File: config.mk
export PLATFORM = sky130hd
export DESIGN_NAME = fetch_unit
export DESIGN_NICKNAME = d
export VERILOG_FILES = /design/src/rtl/fetch_unit.sv
export SDC_FILE = /design/constraint.sdc
export NUM_CORES = 1
export LEC_CHECK = 0
export BUFFER_PORTS_ARGS = -buffer_cell sky130_fd_sc_hd__buf_4
export CAP_MARGIN = 10
export CORE_AREA = 2 2 107 109
export DETAILED_ROUTE_END_ITERATION = 10
export DIE_AREA = 0 0 109 111
export PLACE_DENSITY = 0.82
export REMOVE_ABC_BUFFERS = 1
export SETUP_SLACK_MARGIN = 0.3
export SLEW_MARGIN = 30
export SYNTH_ARGS = -nofsm -noshare
export SYNTH_HDL_FRONTEND = slang
export SYNTH_SLANG_ARGS = --single-unit
File: constraint.sdc
create_clock -name clk -period 4.5 [get_ports clk]
set_input_delay 0.45 -clock clk [delete_from_list [all_inputs] [get_ports clk]]
set_output_delay 0.45 -clock clk [all_outputs]
set_load 0.005 [all_outputs]
File: src/rtl/fetch_unit.sv
// Instruction-fetch stage: PC register, valid/ready imem request, delayed redirect, one-entry IF/ID buffer.
// Optional build macro FETCH_ADEL_EN enables the fetch address-error check.
module fetch_unit #(
  parameter logic [31:0] RESET_PC   = 32'h0000_3000,
  parameter logic [31:0] IMEM_BASE  = 32'h0000_3000,
  parameter int          IMEM_WORDS = 1024
) (
  input  logic        clk,
  input  logic        reset,
  input  logic        stall,
  input  logic        redirect,
  input  logic [31:0] redirect_pc,
  output logic        imem_req,
  output logic [31:0] imem_addr,
  input  logic        imem_ready,
  input  logic [31:0] imem_rdata,
  output logic        if_valid,
  output logic [31:0] if_pc4,
  output logic [31:0] if_instr,
  output logic        if_adel
);

  typedef enum logic [1:0] {
    BOOT = 2'd0,
    RUN  = 2'd1,
    PEND = 2'd2
  } state_t;

  state_t      state_reg, state_next;
  logic [31:0] pc_reg;
  logic [31:0] pend_pc_reg;
  logic        if_valid_reg;
  logic [31:0] if_pc4_reg;
  logic [31:0] if_instr_reg;
  logic        req_cond;
  logic        fire;
  logic [31:0] pc_plus4;

  assign pc_plus4 = pc_reg + 32'd4;

`ifdef FETCH_ADEL_EN
  // 33-bit limit so a window reaching the top of the address space does not overflow.
  localparam logic [32:0] IMEM_LIMIT = {1'b0, IMEM_BASE} + (33'(IMEM_WORDS) << 2);

  logic pc_illegal;
  logic if_adel_reg;

  assign pc_illegal = (pc_reg[1:0] != 2'b00) || (pc_reg < IMEM_BASE) ||
                      ({1'b0, pc_reg} >= IMEM_LIMIT);
  assign if_adel    = if_adel_reg;
`else
  localparam logic [31:0] CFG_UNUSED = IMEM_BASE ^ 32'(IMEM_WORDS);
  assign if_adel = 1'b0;
`endif

  // State register
  always_ff @(posedge clk) begin
    if (reset) state_reg <= BOOT;
    else       state_reg <= state_next;
  end

  // Next-state logic
  always_comb begin
    state_next = state_reg;
    case (state_reg)
      BOOT:    state_next = RUN;
      RUN:     if (redirect && !fire) state_next = PEND;
      PEND:    if (fire) state_next = RUN;
      default: state_next = BOOT;
    endcase
  end

  // Request / fire outputs; an illegal PC "fires" without touching memory.
  always_comb begin
    req_cond = (state_reg != BOOT) && (!if_valid_reg || !stall);
`ifdef FETCH_ADEL_EN
    imem_req = req_cond && !pc_illegal;
    fire     = req_cond && (pc_illegal || imem_ready);
`else
    imem_req = req_cond;
    fire     = req_cond && imem_ready;
`endif
  end

  assign imem_addr = pc_reg;
  assign if_valid  = if_valid_reg;
  assign if_pc4    = if_pc4_reg;
  assign if_instr  = if_instr_reg;

  always_ff @(posedge clk) begin
    if (reset) begin
      pc_reg       <= RESET_PC;
      pend_pc_reg  <= '0;
      if_valid_reg <= 1'b0;
      if_pc4_reg   <= '0;
      if_instr_reg <= '0;
`ifdef FETCH_ADEL_EN
      if_adel_reg  <= 1'b0;
`endif
    end else begin
      if (fire) begin
        if_valid_reg <= 1'b1;
        if_pc4_reg   <= pc_plus4;
`ifdef FETCH_ADEL_EN
        if_instr_reg <= pc_illegal ? 32'd0 : imem_rdata;
        if_adel_reg  <= pc_illegal;
`else
        if_instr_reg <= imem_rdata;
`endif
      end else if (!stall) begin
        if_valid_reg <= 1'b0;
      end

      // The delay slot at pc always goes out before the redirect target.
      if (fire) begin
        if (state_reg == PEND) pc_reg <= pend_pc_reg;
        else if (redirect)     pc_reg <= redirect_pc;
        else                   pc_reg <= pc_plus4;
      end else if (state_reg == RUN && redirect) begin
        pend_pc_reg <= redirect_pc;
      end
    end
  end

endmodule

Word-level counts from Yosys, hierarchy flattened

Index checks and enable logic that the tools add are counted.

Logic and storage cells: 32
Output and inout bits: 99
Flip-flop bits (word level): 131

Reduce and logical (&&, ||, !) cells: 12
Muxes and demuxes: 7
$add $sub $neg: 1
Bitwise gates (word level): 1
Equality and inequality tests: 5

Operator list:

| cell                                                   | count |
|---|---|
| 2-to-1 mux 32 bit                                      | 2 |
| adder 32 x 3 -> 32 bit (second input constant)         | 1 |
| case mux 2 bit (3 select lines)                        | 1 |
| logical AND 1 bit                                      | 4 |
| 2-to-1 mux 2 bit                                       | 2 |
| inequality test 2 bit (second input constant)          | 2 |
| AND reduction 2 bit                                    | 2 |
| logical NOT 1 bit                                      | 3 |
| equality test 2 x 1 -> 1 bit (second input constant)   | 1 |
| equality test 2 bit (second input constant)            | 1 |
| logical NOT 2 bit                                      | 1 |
| 2-to-1 mux 1 bit                                       | 2 |
| inequality test 2 x 1 -> 1 bit (second input constant) | 1 |
| nonzero test 2 bit                                     | 1 |
| logical OR 1 bit                                       | 1 |
| inverter 1 bit                                         | 1 |

Logic depth before layout (Yosys ltp)

Depth after elaboration: 8
Depth in mapped cells: 7
Gate-level depth less buffers: 6

Worst setup path after synthesis

Ideal clock, no wire load.

Path type: input to register
Start: input port redirect
End: register pend_pc_reg[3]
Data required time: 4372 ps
Stages: 7
Library setup time: 128 ps
Data arrival time: 1909 ps
Buffers on the path: 3
Slack: 2463 ps
Cell sequence: clkbuf_1 -> clkinv_1 -> nor4b_1 -> clkbuf_1 -> buf_2 -> mux2i_1 -> nor2_1

Cells in the longest elaborated chain, start to end: 2

RTL lines:

| element                       | line | source |
|---|---|---|
| start, declared               | 11   | `input logic redirect,` |
| logical AND 1 bit             | 119  | `end else if (state_reg == RUN && redirect) begin` |
| AND reduction 2 bit (no line) | n/a  |  |
| end signal, assigned          | 120  | `pend_pc_reg <= redirect_pc;` |
| end, declared                 | 31   | `logic [31:0] pend_pc_reg;` |

Every way passes these cells.
A chain may end at the register's enable or synchronous reset.

Final worst setup path

Start: register pc_reg[10] (netlist: imem_addr[10])
End: register pc_reg[27] (netlist: imem_addr[27])

Cells in the longest elaborated chain, start to end: 3

RTL lines:

| element                | line | source |
|---|---|---|
| start, declared        | 30   | `logic [31:0] pc_reg;` |
| start signal, assigned | 116  | `if (state_reg == PEND) pc_reg <= pend_pc_reg;` |
| start signal, assigned | 117  | `else if (redirect) pc_reg <= redirect_pc;` |
| start signal, assigned | 118  | `else pc_reg <= pc_plus4;` |
| adder 32 x 3 -> 32 bit | 39   | `assign pc_plus4 = pc_reg + 32'd4;` |
| 2-to-1 mux 32 bit      | 117  |  |
| 2-to-1 mux 32 bit      | 116  |  |

Every way passes these cells.

==> results.md <==
- Clk sinks: between 100 and 150
- Worst setup SP type: register
- Highest metal layer with signal wires: met4
- DR vias/cell: around 5.8
- Cell variety after synth: 50
- Synth top area cells: dfxtp_1 (45%), a21oi_1 (7.6%), nand2_1 (7.1%), mux2i_1 (6.0%), nor2_1 (4.9%)
- Cells after DPL: 978
- Clock Tree Buf Depth: 2
- Postcts setup bufs: 0
- # DRC: 0
- # Max-Cap Violations: 0
- Metal1 wirelength: around 7 mm
- Endpoints failing setup: 0
- Count leader, synth: dfxtp_1
- Max Fclk: around 360 MHz
- Mux contribution to synthesized area: 0.0596
- Largest family of logic cells by synthesized area: compound AO/OA/AOI/OAI gates
- Crit Reg-Reg Startpoint: imem_addr[10]$_SDFFE_PP0P_
- Min cycle time layout: ~2.8 ns
- Clock Latency Late Sink: slightly above 0.4 ns
- Routed via count: 5870
- Routed wl met3: approximately 1.4 mm
- Post-cts sizing count: 0
- Vias in the first global route: 5575
- Initial DRC count: 520
- Rel. slew slack: 0.357
- Core Region: 0.0111 mm^2
- Routed Antenna Nets: 0
- Die Span Y: 111 um
- Max Slew Vio Count: 0
- Clock transition at path regs: roughly 0.060 ns
- Die X-Extent: ~110 um
- Router iterations before antenna repair: 5
- P&R area growth vs syn: 32.0%
- Post-Synth Simple-Gate Area: 0.200
- HPWL after DPL: 11.1 mm
- N_diodes: 0
- Ys flop type: dfxtp_1
- Final Wtd Congestion: about 0.83
- Mean Syn Cell Area: 8.11 um^2
- Top-level port count: approximately 170
- DR WL met2: 7.99 mm
- HP Class: in -> reg
- Post-route setup TNS: 0 ns
- FF+latch count, synth: 131
- Cell area after synthesis: a little under 0.006 mm^2
- Root Buffer: clkbuf_16
- Status: finished clean
- RSZ-0062 raised after global routing: false
- CP endpoint kind: register
- Synth Area in Compound Gates: 0.205
- Peak VDD IR: ~280 uV
- Hold EP: pend_pc_reg[7]$_SDFFE_PP0P_
- WL final: 16.8 mm
- First-pass GRT wire length: about 27 mm
- Actual slew at the worst max-slew pin: between 0.9 and 1 ns
- R2r worst-path depth: 5
- Crit path DAT: between 3 and 4 ns
- Worst Skew: between 0.008 and 0.009 ns
- CP Max Fanout: 19
- Synth Area in XOR/XNOR: 0.0403
- Cell taking the most area after synthesis: dfxtp_1
- Period utilisation layout: 0.614
- Flop-to-flop setup slack: 1.74 ns
- GRT overflow: 0
- Synth warnings: 0
- Avg WL per Cell: 16.6 um
- Inserted Clock Buffers: 17
- Sequential area share after synthesis: 0.446
- Port Buffer Count: roughly 170
- Largest net degree at the start of global routing: 94
- Crit Path Class: reg -> reg
- CTS Hold Bufs: 0
- EDFF count, synth: 0
- Hold Path Depth: 3
- Synth top cells by count: dfxtp_1 (131), nand2_1 (111), a21oi_1 (89)
- Nets: about 920
- PD cells: roughly 410 mW/mm^2
- P_leak: 0.00315 uW
- Proportion of layout cells with a drive suffix above 1: 0.254
- Ys async rst share: 0
- Hold Vio Cnt, Final: 0
- Post-synth top area share: 0.446
- H-tree depth: 4
- CTS tree: built
- Starting Density: 0.530
- Row Count: 39
- Synth Area in Adders: 0.00213
- Hold path start: redirect_pc[7]
- CP Data Required Time: between 4 and 5 ns
- Post-Syn Instances: about 720
- Post-Layout Cell Count: 1010
- Gr usage total: 0.277
- Initial antenna violation count: 0
- Die ar.: ~0.012 mm^2
- FF-to-FF End: imem_addr[27]$_SDFFE_PP0P_
==> worst max-delay path, cell delays in order, from the launching register on <==
cell and delay [ns]:
dfxtp_1 0.46, nand4_1 0.31, nor4_4 0.86, nand4_1 0.35
or4b_1 0.55, a31oi_1 0.16
==> routing by layer <==
layer  track usage  vias up
met1         0.352     2742
met3        0.0711       40
met5             0        -
met2         0.446      297
met4         0.112        0
li1              -     2791
==> worst max path at each step <==
stage,startpoint,endpoint,slack (ns)
final,imem_addr[10]$_SDFFE_PP0P_,imem_addr[27]$_SDFFE_PP0P_,1.74
after global routing,imem_addr[11]$_SDFFE_PP0P_,imem_addr[28]$_SDFFE_PP0P_,1.57
after CTS,imem_addr[10]$_SDFFE_PP0P_,imem_addr[27]$_SDFFE_PP0P_,1.79
after detailed placement,redirect,pend_pc_reg[31]$_SDFFE_PP0P_,1.74
after global placement,imem_addr[10]$_SDFFE_PP0P_,imem_addr[27]$_SDFFE_PP0P_,1.88
after floorplan,stall,pend_pc_reg[0]$_SDFFE_PP0P_,-2.91
==> power by group <==
group | total [uW] | switching [uW] | internal [uW]
sequential | 1310 | 69.4 | 1240
combinational | 456 | 237 | 219
clock | 1440 | 510 | 931
==> per-stage QoR <==
| stage | power, uW | utilization | worst slack, ns | hold WS, ns | cell area [um^2] |
|---|---|---|---|---|---|
| floorplan | 1550 | - | -2.91 | 0.447 | 5620 |
| detailed placement | 1790 | 0.643 | 1.74 | 0.448 | 7120 |
| CTS | 3220 | 0.700 | 1.79 | 0.279 | 7750 |
| global route | 3340 | 0.700 | 1.57 | 0.276 | 7750 |
| global placement | 1770 | 0.643 | 1.88 | 0.442 | 7120 |
| finish | 3210 | 0.700 | 1.74 | 0.289 | 7750 |
==> cell type report <==
class / count / area [um^2]
Clock buffer: 21 / 480
Clock inverter: 11 / 151
Fill cell: 873 / 3320
Inverter: 5 / 18.8
Multi-Input combinational cell: 525 / 3000
Sequential cell: 131 / 2620
Tap cell: 143 / 179
Timing Repair Buffer: 174 / 1310
==> kinds of logic (layout without fill, tap and decap cells) <==
logic type | count (synthesis) | after routing
flip-flops | 131 | 131
multiplexers | 35 | 35
adder cells (fa/ha/maj) | 1 | 1
XOR/XNOR | 27 | 27
AO/OA/AOI/OAI | 200 | 200
other | 1 | 1
AND/OR/NAND/NOR | 261 | 261
buffers and inverters | 68 | 211
==> placed cells by master, fill, tap and decap left out, types with 5 or more instances in the layout <==
master,count
nor2_1,75
nand4_1,10
nand2_1,110
a21oi_1,89
o22ai_1,5
or3_1,5
nand3_1,21
mux2i_1,35
a21o_1,8
a31oi_1,9
dfxtp_1,131
buf_4,174
o21ai_0,41
and3_1,7
xnor2_1,13
clkbuf_16,17
nor3_1,12
a211oi_1,18
xor2_1,14
Power figures use the tool's default switching activity.
